$ cat src/rtl/irst_sig_scanner.sv
// Register-file signature scanner: walks every architectural register through a
// dedicated read port, folds the contents into a MISR and publishes the signature.
module irst_sig_scanner #(
  parameter int                   DATA_WIDTH = 16,
  parameter int                   NUM_REGS   = 8,
  parameter int                   ADDR_WIDTH = 3,
  parameter int                   SIG_WIDTH  = 32,
  parameter logic [SIG_WIDTH-1:0] POLY       = 32'h04C11DB7,
  parameter logic [SIG_WIDTH-1:0] SEED       = 32'hFFFFFFFF,
  parameter int                   ROUNDS     = 1
) (
  input  logic                  clk,
  input  logic                  rst,
  input  logic                  start,
  input  logic                  abort,
  input  logic                  cmp_en,
  input  logic [SIG_WIDTH-1:0]  golden_sig,
  output logic [ADDR_WIDTH-1:0] irst_read_addr,
  input  logic [DATA_WIDTH-1:0] irst_reg_data,
  output logic                  busy,
  output logic                  irst_done,
  output logic [SIG_WIDTH-1:0]  rand_data,
  output logic                  mismatch
);

  localparam int RW = (ROUNDS > 1) ? $clog2(ROUNDS) : 1;
  localparam logic [ADDR_WIDTH-1:0] LAST_ADDR  = ADDR_WIDTH'(NUM_REGS - 1);
  localparam logic [ADDR_WIDTH-1:0] ADDR_ONE   = ADDR_WIDTH'(1);
  localparam logic [RW-1:0]         LAST_ROUND = RW'(ROUNDS - 1);
  localparam logic [RW-1:0]         ROUND_ONE  = RW'(1);

  typedef enum logic [1:0] {
    IDLE  = 2'd0,
    SCAN  = 2'd1,
    FINAL = 2'd2
  } state_t;

  state_t                  state, state_next;
  logic [ADDR_WIDTH-1:0]   addr;
  logic [RW-1:0]           round;
  logic [SIG_WIDTH-1:0]    misr;
  logic [SIG_WIDTH-1:0]    misr_next;
  logic [SIG_WIDTH-1:0]    golden_q;
  logic                    cmp_en_q;
  logic                    last_reg;
  logic                    last_step;

  assign last_reg  = (addr == LAST_ADDR);
  assign last_step = last_reg && (round == LAST_ROUND);

  // Shift-left MISR with polynomial feedback, register data folded into the low bits
  assign misr_next = {misr[SIG_WIDTH-2:0], 1'b0}
                   ^ (misr[SIG_WIDTH-1] ? POLY : '0)
                   ^ SIG_WIDTH'(irst_reg_data);

  assign busy           = (state != IDLE);
  assign irst_read_addr = (state == SCAN) ? addr : '0;

  always_ff @(posedge clk or negedge rst) begin
    if (!rst) state <= IDLE;
    else      state <= state_next;
  end

  always_comb begin
    state_next = state;
    case (state)
      IDLE:    if (start) state_next = SCAN;
      SCAN: begin
        if (abort)          state_next = IDLE;
        else if (last_step) state_next = FINAL;
      end
      FINAL:   state_next = IDLE;
      default: state_next = IDLE;
    endcase
  end

  // Abort in SCAN/FINAL freezes the datapath so rand_data and the flags keep their values
  always_ff @(posedge clk or negedge rst) begin
    if (!rst) begin
      addr      <= '0;
      round     <= '0;
      misr      <= SEED;
      rand_data <= '0;
      irst_done <= 1'b0;
      mismatch  <= 1'b0;
      cmp_en_q  <= 1'b0;
      golden_q  <= '0;
    end else begin
      case (state)
        IDLE: begin
          if (start) begin
            misr      <= SEED;
            addr      <= '0;
            round     <= '0;
            cmp_en_q  <= cmp_en;
            golden_q  <= golden_sig;
            irst_done <= 1'b0;
            mismatch  <= 1'b0;
          end
        end
        SCAN: begin
          if (!abort) begin
            misr <= misr_next;
            if (last_reg) begin
              addr  <= '0;
              round <= round + ROUND_ONE;
            end else begin
              addr <= addr + ADDR_ONE;
            end
          end
        end
        FINAL: begin
          if (!abort) begin
            rand_data <= misr;
            mismatch  <= cmp_en_q && (misr != golden_q);
            irst_done <= 1'b1;
          end
        end
        default: ;
      endcase
    end
  end

endmodule

$ cat config.mk
export PLATFORM = sky130hd
export DESIGN_NAME = irst_sig_scanner
export DESIGN_NICKNAME = d
export VERILOG_FILES = /design/src/rtl/irst_sig_scanner.sv
export SDC_FILE = /design/constraint.sdc
export NUM_CORES = 1
export LEC_CHECK = 0
export BUFFER_PORTS_ARGS = -buffer_cell sky130_fd_sc_hd__buf_2
export CAP_MARGIN = 20
export CORE_MARGIN = 5
export CORE_UTILIZATION = 30
export DETAILED_ROUTE_END_ITERATION = 7
export PLACE_DENSITY = 0.54
export RECOVER_POWER = 25
export SLEW_MARGIN = 20
export SYNTH_ARGS = -nofsm -noshare
export SYNTH_HDL_FRONTEND = slang
export SYNTH_SLANG_ARGS = --single-unit
$ cat constraint.sdc
create_clock -name clk -period 3.7 [get_ports clk]
set_clock_uncertainty 0.15 [all_clocks]
set_input_delay 0.925 -clock clk [delete_from_list [all_inputs] [get_ports clk]]
set_output_delay 0.925 -clock clk [all_outputs]
set_load 0.02 [all_outputs]
=== Word-level counts from Yosys, hierarchy flattened ===
Index checks and enable logic that the tools add are counted.

* Logic and storage cells: 57
* Register bits after elaboration: 105
* Output and inout port bits: 38

* Reductions and logical operators: 12
* Bitwise gates (word level): 4
* Add/subtract/negate cells: 2
* Eq/ne operators: 9
* Muxes and demuxes: 21

{| class="wikitable"
|+ Operator list
! cell !! count
|-
| 32-bit 2-to-1 mux || 2
|-
| 32-bit case mux with 2 select lines || 1
|-
| 32-bit inequality test || 1
|-
| 32-bit by 16-bit XOR with 32-bit output || 1
|-
| 32-bit by 27-bit XOR with 32-bit output || 1
|-
| 27-bit 2-to-1 mux || 1
|-
| 3-bit 2-to-1 mux || 4
|-
| 2-bit inequality test, second input constant || 4
|-
| 2-bit 2-to-1 mux || 3
|-
| 1-bit case mux with 2 select lines || 3
|-
| 3-bit case mux with 2 select lines || 1
|-
| 2-bit AND reduction || 3
|-
| 3-bit AND reduction || 2
|-
| 2-bit nonzero test || 3
|-
| 1-bit 2-to-1 mux || 5
|-
| 2-bit case mux with 2 select lines || 1
|-
| 4-bit AND reduction || 1
|-
| 3-bit by 1-bit adder with 3-bit output, second input constant || 1
|-
| 3-bit == test, second input constant || 1
|-
| 3-bit inequality test, second input constant || 1
|-
| 2-bit by 1-bit == test with 1-bit output, second input constant || 1
|-
| 2-bit == test, second input constant || 1
|-
| 1-bit logical AND || 2
|-
| 2-bit zero test || 1
|-
| 2 further kinds || 3
|}

=== Depth between registers and ports, before layout ===
* Depth in word-level cells: 5
* Mapped depth: 7
* Depth with buffers taken out: 7

=== Worst setup path before layout ===
Ideal clock, no wire load.

* Path kind: input port to flip-flop
* Start point: in abort
* End point: reg rand_data[0]
* Buffers on the path: 1
* Data arrival time: 1.782 ns
* Required time: 3.425 ns
* Setup slack: 1.643 ns
* Stages: 3
* Setup time: 0.125 ns
* Path through: nor3b_4 -> buf_4 -> mux2_2

* Word-level cells in the longest chain between the ends: 2

{| class="wikitable"
|+ RTL lines
! item !! line !! text
|-
| start: declaration || 15 || <nowiki>input logic abort,</nowiki>
|-
| 1-bit inverter (no line) || -- ||
|-
| 2-bit AND reduction (no line) || -- ||
|-
| end signal: assignment || 114 || <nowiki>rand_data <= misr;</nowiki>
|-
| end: declaration || 22 || <nowiki>output logic [SIG_WIDTH-1:0] rand_data,</nowiki>
|}

No other way between the ends.
A chain may end at the register's enable or synchronous reset.

=== Final worst setup path ===
* Start point: reg state[0]
* End point: out irst_read_addr[2]

* Word-level cells in the longest chain between the ends: 2

{| class="wikitable"
|+ RTL lines
! item !! line !! text
|-
| start: declaration || 38 || <nowiki>state_t state, state_next;</nowiki>
|-
| start signal: assignment || 61 || <nowiki>else state <= state_next;</nowiki>
|-
| 2-bit by 1-bit == test with 1-bit output || 57 || <nowiki>assign irst_read_addr = (state == SCAN) ? addr : '0;</nowiki>
|-
| 3-bit 2-to-1 mux || 57 ||
|-
| end: declaration || 18 || <nowiki>output logic [ADDR_WIDTH-1:0] irst_read_addr,</nowiki>
|}

No other way between the ends.

==> flow_summary.toml <==
[run_status]
status = "finished, final reports clean"

[worst_setup_path]
cp_max_fo = 5
path_delay_family = "flip-flops"
critPathKind = "reg -> out"
cp.required_ps = 2620
arrival_ps = 1310
critPathLaunchType = "flop"
max_stage_delay_ps = 440
crit_slowest_cell = "dfrtp_1"
worst_setup_path_end_kind = "output port"
path_buf_inv = 1
path_cells = "and2b_1 -> and2_1 -> buf_2"

[drt]
wl_per_cell_um = 17.2
drt_first_pass_iters = 4
vias = 2867
ant_nets = 0
drcViolationCount = 0
vias_per_cell = 4.59
wl_mm = 10.8
first_iter_violations = 111

[timing]
setup_viol = 0
slew_violations = 0
fin_ws_ps = 1310
setup_tns_ps = 0
fmax_mhz = 419
final-hold-violation-count = 0
rsz0062_at_grt = "false"
min_period_over_period = 0.646
worst_pin_slew_ps = 1350
fin_crit_ps = 2390
slew_headroom = 0.103

[logic_synthesis]
synth_nets = 396
seq_area_frac_synth = 0.577
avgSynthCellArea_um2 = 13.6
netlist_area_um2 = 4620
synthCells = 341
synth-seq-cells = 105
synth_cell_types = 34
yosysWarnings = 0

[floorplan]
die_width_um = 134
coreArea_um2 = 15100
rows = 45
fp.dieH_um = 134
die_area_um2 = 18000
start_util = 0.305
ios = 91

[clock_network]
cts.sinks = 105
post_cts.repair.setup_buffers = 0
ctsResizeCount = 0
cts_tree = "done"
clk_pin_slew_ps = 60
cts_made_buffers = 9
clock_latency_ps = 340
clk_path_buf_depth = 2
cts_hold_buf = 0
cts-htree-levels = 3
cts_root_buf = "clkbuf_16"

[grt]
grt_pass1_vias = 3052
grt_max_degree = 55
antenna_found_initial = 0
grt.total_usage = 0.125
grt_first_pass_wirelength_mm = 17.2
grt-ovfl-total = 0

[layout]
final_nets = 486
mostFrequentLayoutCells = "buf_2 (89), dfrtp_1 (73), mux2_2 (63)"
final_area_um2 = 5530
n_antenna_cell = 0
layout_commonest_cell = "buf_2"
n_fill_cell = 1462
synthToLayoutAreaGrowth_pct = 19.6
layout-drive-gt1-share = 0.475

[power_and_ir_drop]
p_per_area_nw_per_um2 = 577
vdd_drop_max_mv = 0.229
leakagePower_uw = 0.00250

[flow_run]
maxCapViolCount = 0

[placed_design]
place_congestion = 0.772
placedInstanceArea_um2 = 5250
portBuffers = 90
dp_slack_ps = 1280
hpwl_mm = 7.49

[min_path]
hold_class = "reg -> reg"
path summary, 6_finish.rpt:
path                          startpoint                end  slack (ps)  cells past startpoint
setup / recovery                state[0]  irst_read_addr[2]        1310                      3
hold / removal             rand_data[19]      rand_data[19]         340                      1
setup reg to reg                state[1]           misr[31]        1590                      5
hold reg to reg            rand_data[19]      rand_data[19]         340                      1
max in group asynchronous            rst            misr[5]        1700                      2
min in group asynchronous            rst      rand_data[18]         730                      1
power by group:
group / switching, µW / internal [µW]
Clock: 405 / 542
Sequential: 194 / 1400
Combinational: 304 / 348
layout make-up:
cell class / count / area (µm²) / share of cell area
clock buffers: 13 / 250 / 0.0452
clock inverters: 3 / 40.0 / 0.00724
inverters: 3 / 11.3 / 0.00204
multi-input cells: 218 / 1840 / 0.332
flip-flops and latches: 105 / 2670 / 0.482
well taps: 188 / 235 / 0.0425
repair buffers: 94 / 493 / 0.0891
cell usage after synthesis:
cell type	number	area (µm²)
dfrtp_1	73	1830
mux2_2	63	709
xnor2_1	52	455
dfstp_2	32	841
nor2_1	24	90.1
a21oi_1	20	100
o22a_1	12	105
xor2_1	9	78.8
nand4_1	8	50.1
buf_4	7	52.6
nand2_1	4	15.0
and2_1	3	18.8
buf_2	3	15.0
buf_6	3	33.8
inv_1	3	11.3
a22o_1	2	17.5
ha_1	2	25.0
mux2_1	2	22.5
nor4_1	2	12.5
o21ai_0	2	10.0
o31ai_1	2	15.0
a21o_1	1	7.51
a32o_1	1	10.0
and2b_1	1	7.51
clkbuf_1	1	3.75
clkbuf_2	1	5.00
nand2b_1	1	6.26
nand2b_2	1	8.76
nor2_8	1	20.0
nor2b_1	1	6.26
nor3b_4	1	18.8
o21ai_2	1	8.76
o21bai_1	1	7.51
or2_4	1	8.76
kinds of logic (layout without fill, tap and decap cells):
| kind of cell | count (synthesis) | in the layout | share of synthesized area |
|---|---|---|---|
| flip-flops | 105 | 105 | 0.577 |
| multiplexers | 65 | 65 | 0.158 |
| XOR/XNOR | 61 | 61 | 0.116 |
| AND/OR/NAND/NOR | 48 | 48 | 0.0568 |
| AO/OA/AOI/OAI | 42 | 42 | 0.0609 |
| buffers and inverters | 18 | 113 | 0.0262 |
| adder cells (fa/ha/maj) | 2 | 2 | 0.00541 |
per-stage QoR:
step	hold WS [ps]	utilization	std cells	total power, µW
2_1_floorplan	326	-	341	2060
3_3_place_gp	323	0.346	608	2270
3_5_place_dp	330	0.346	608	2290
4_1_cts	345	0.366	624	3250
5_1_grt	368	0.365	624	3380
6_report	344	0.365	624	3200
state kept, by name, summed over array words and instances, names as in the netlist:
signal and cells:
mismatch 1, irst_done 1, round 1, misr 32, cmp_en_q 1, rand_data 32, state 2, golden_q 32
addr 3
metal layers:
layer / track usage / vias to the layer above / wire length, µm
met3: 0.0435 / 7 / 499
met1: 0.171 / 1438 / 5130
met4: 0.0238 / 0 / 92
met2: 0.193 / 59 / 5030
met5: 0 / - / 0
li1: - / 1363 / -
Power figures use the tool's default switching activity.
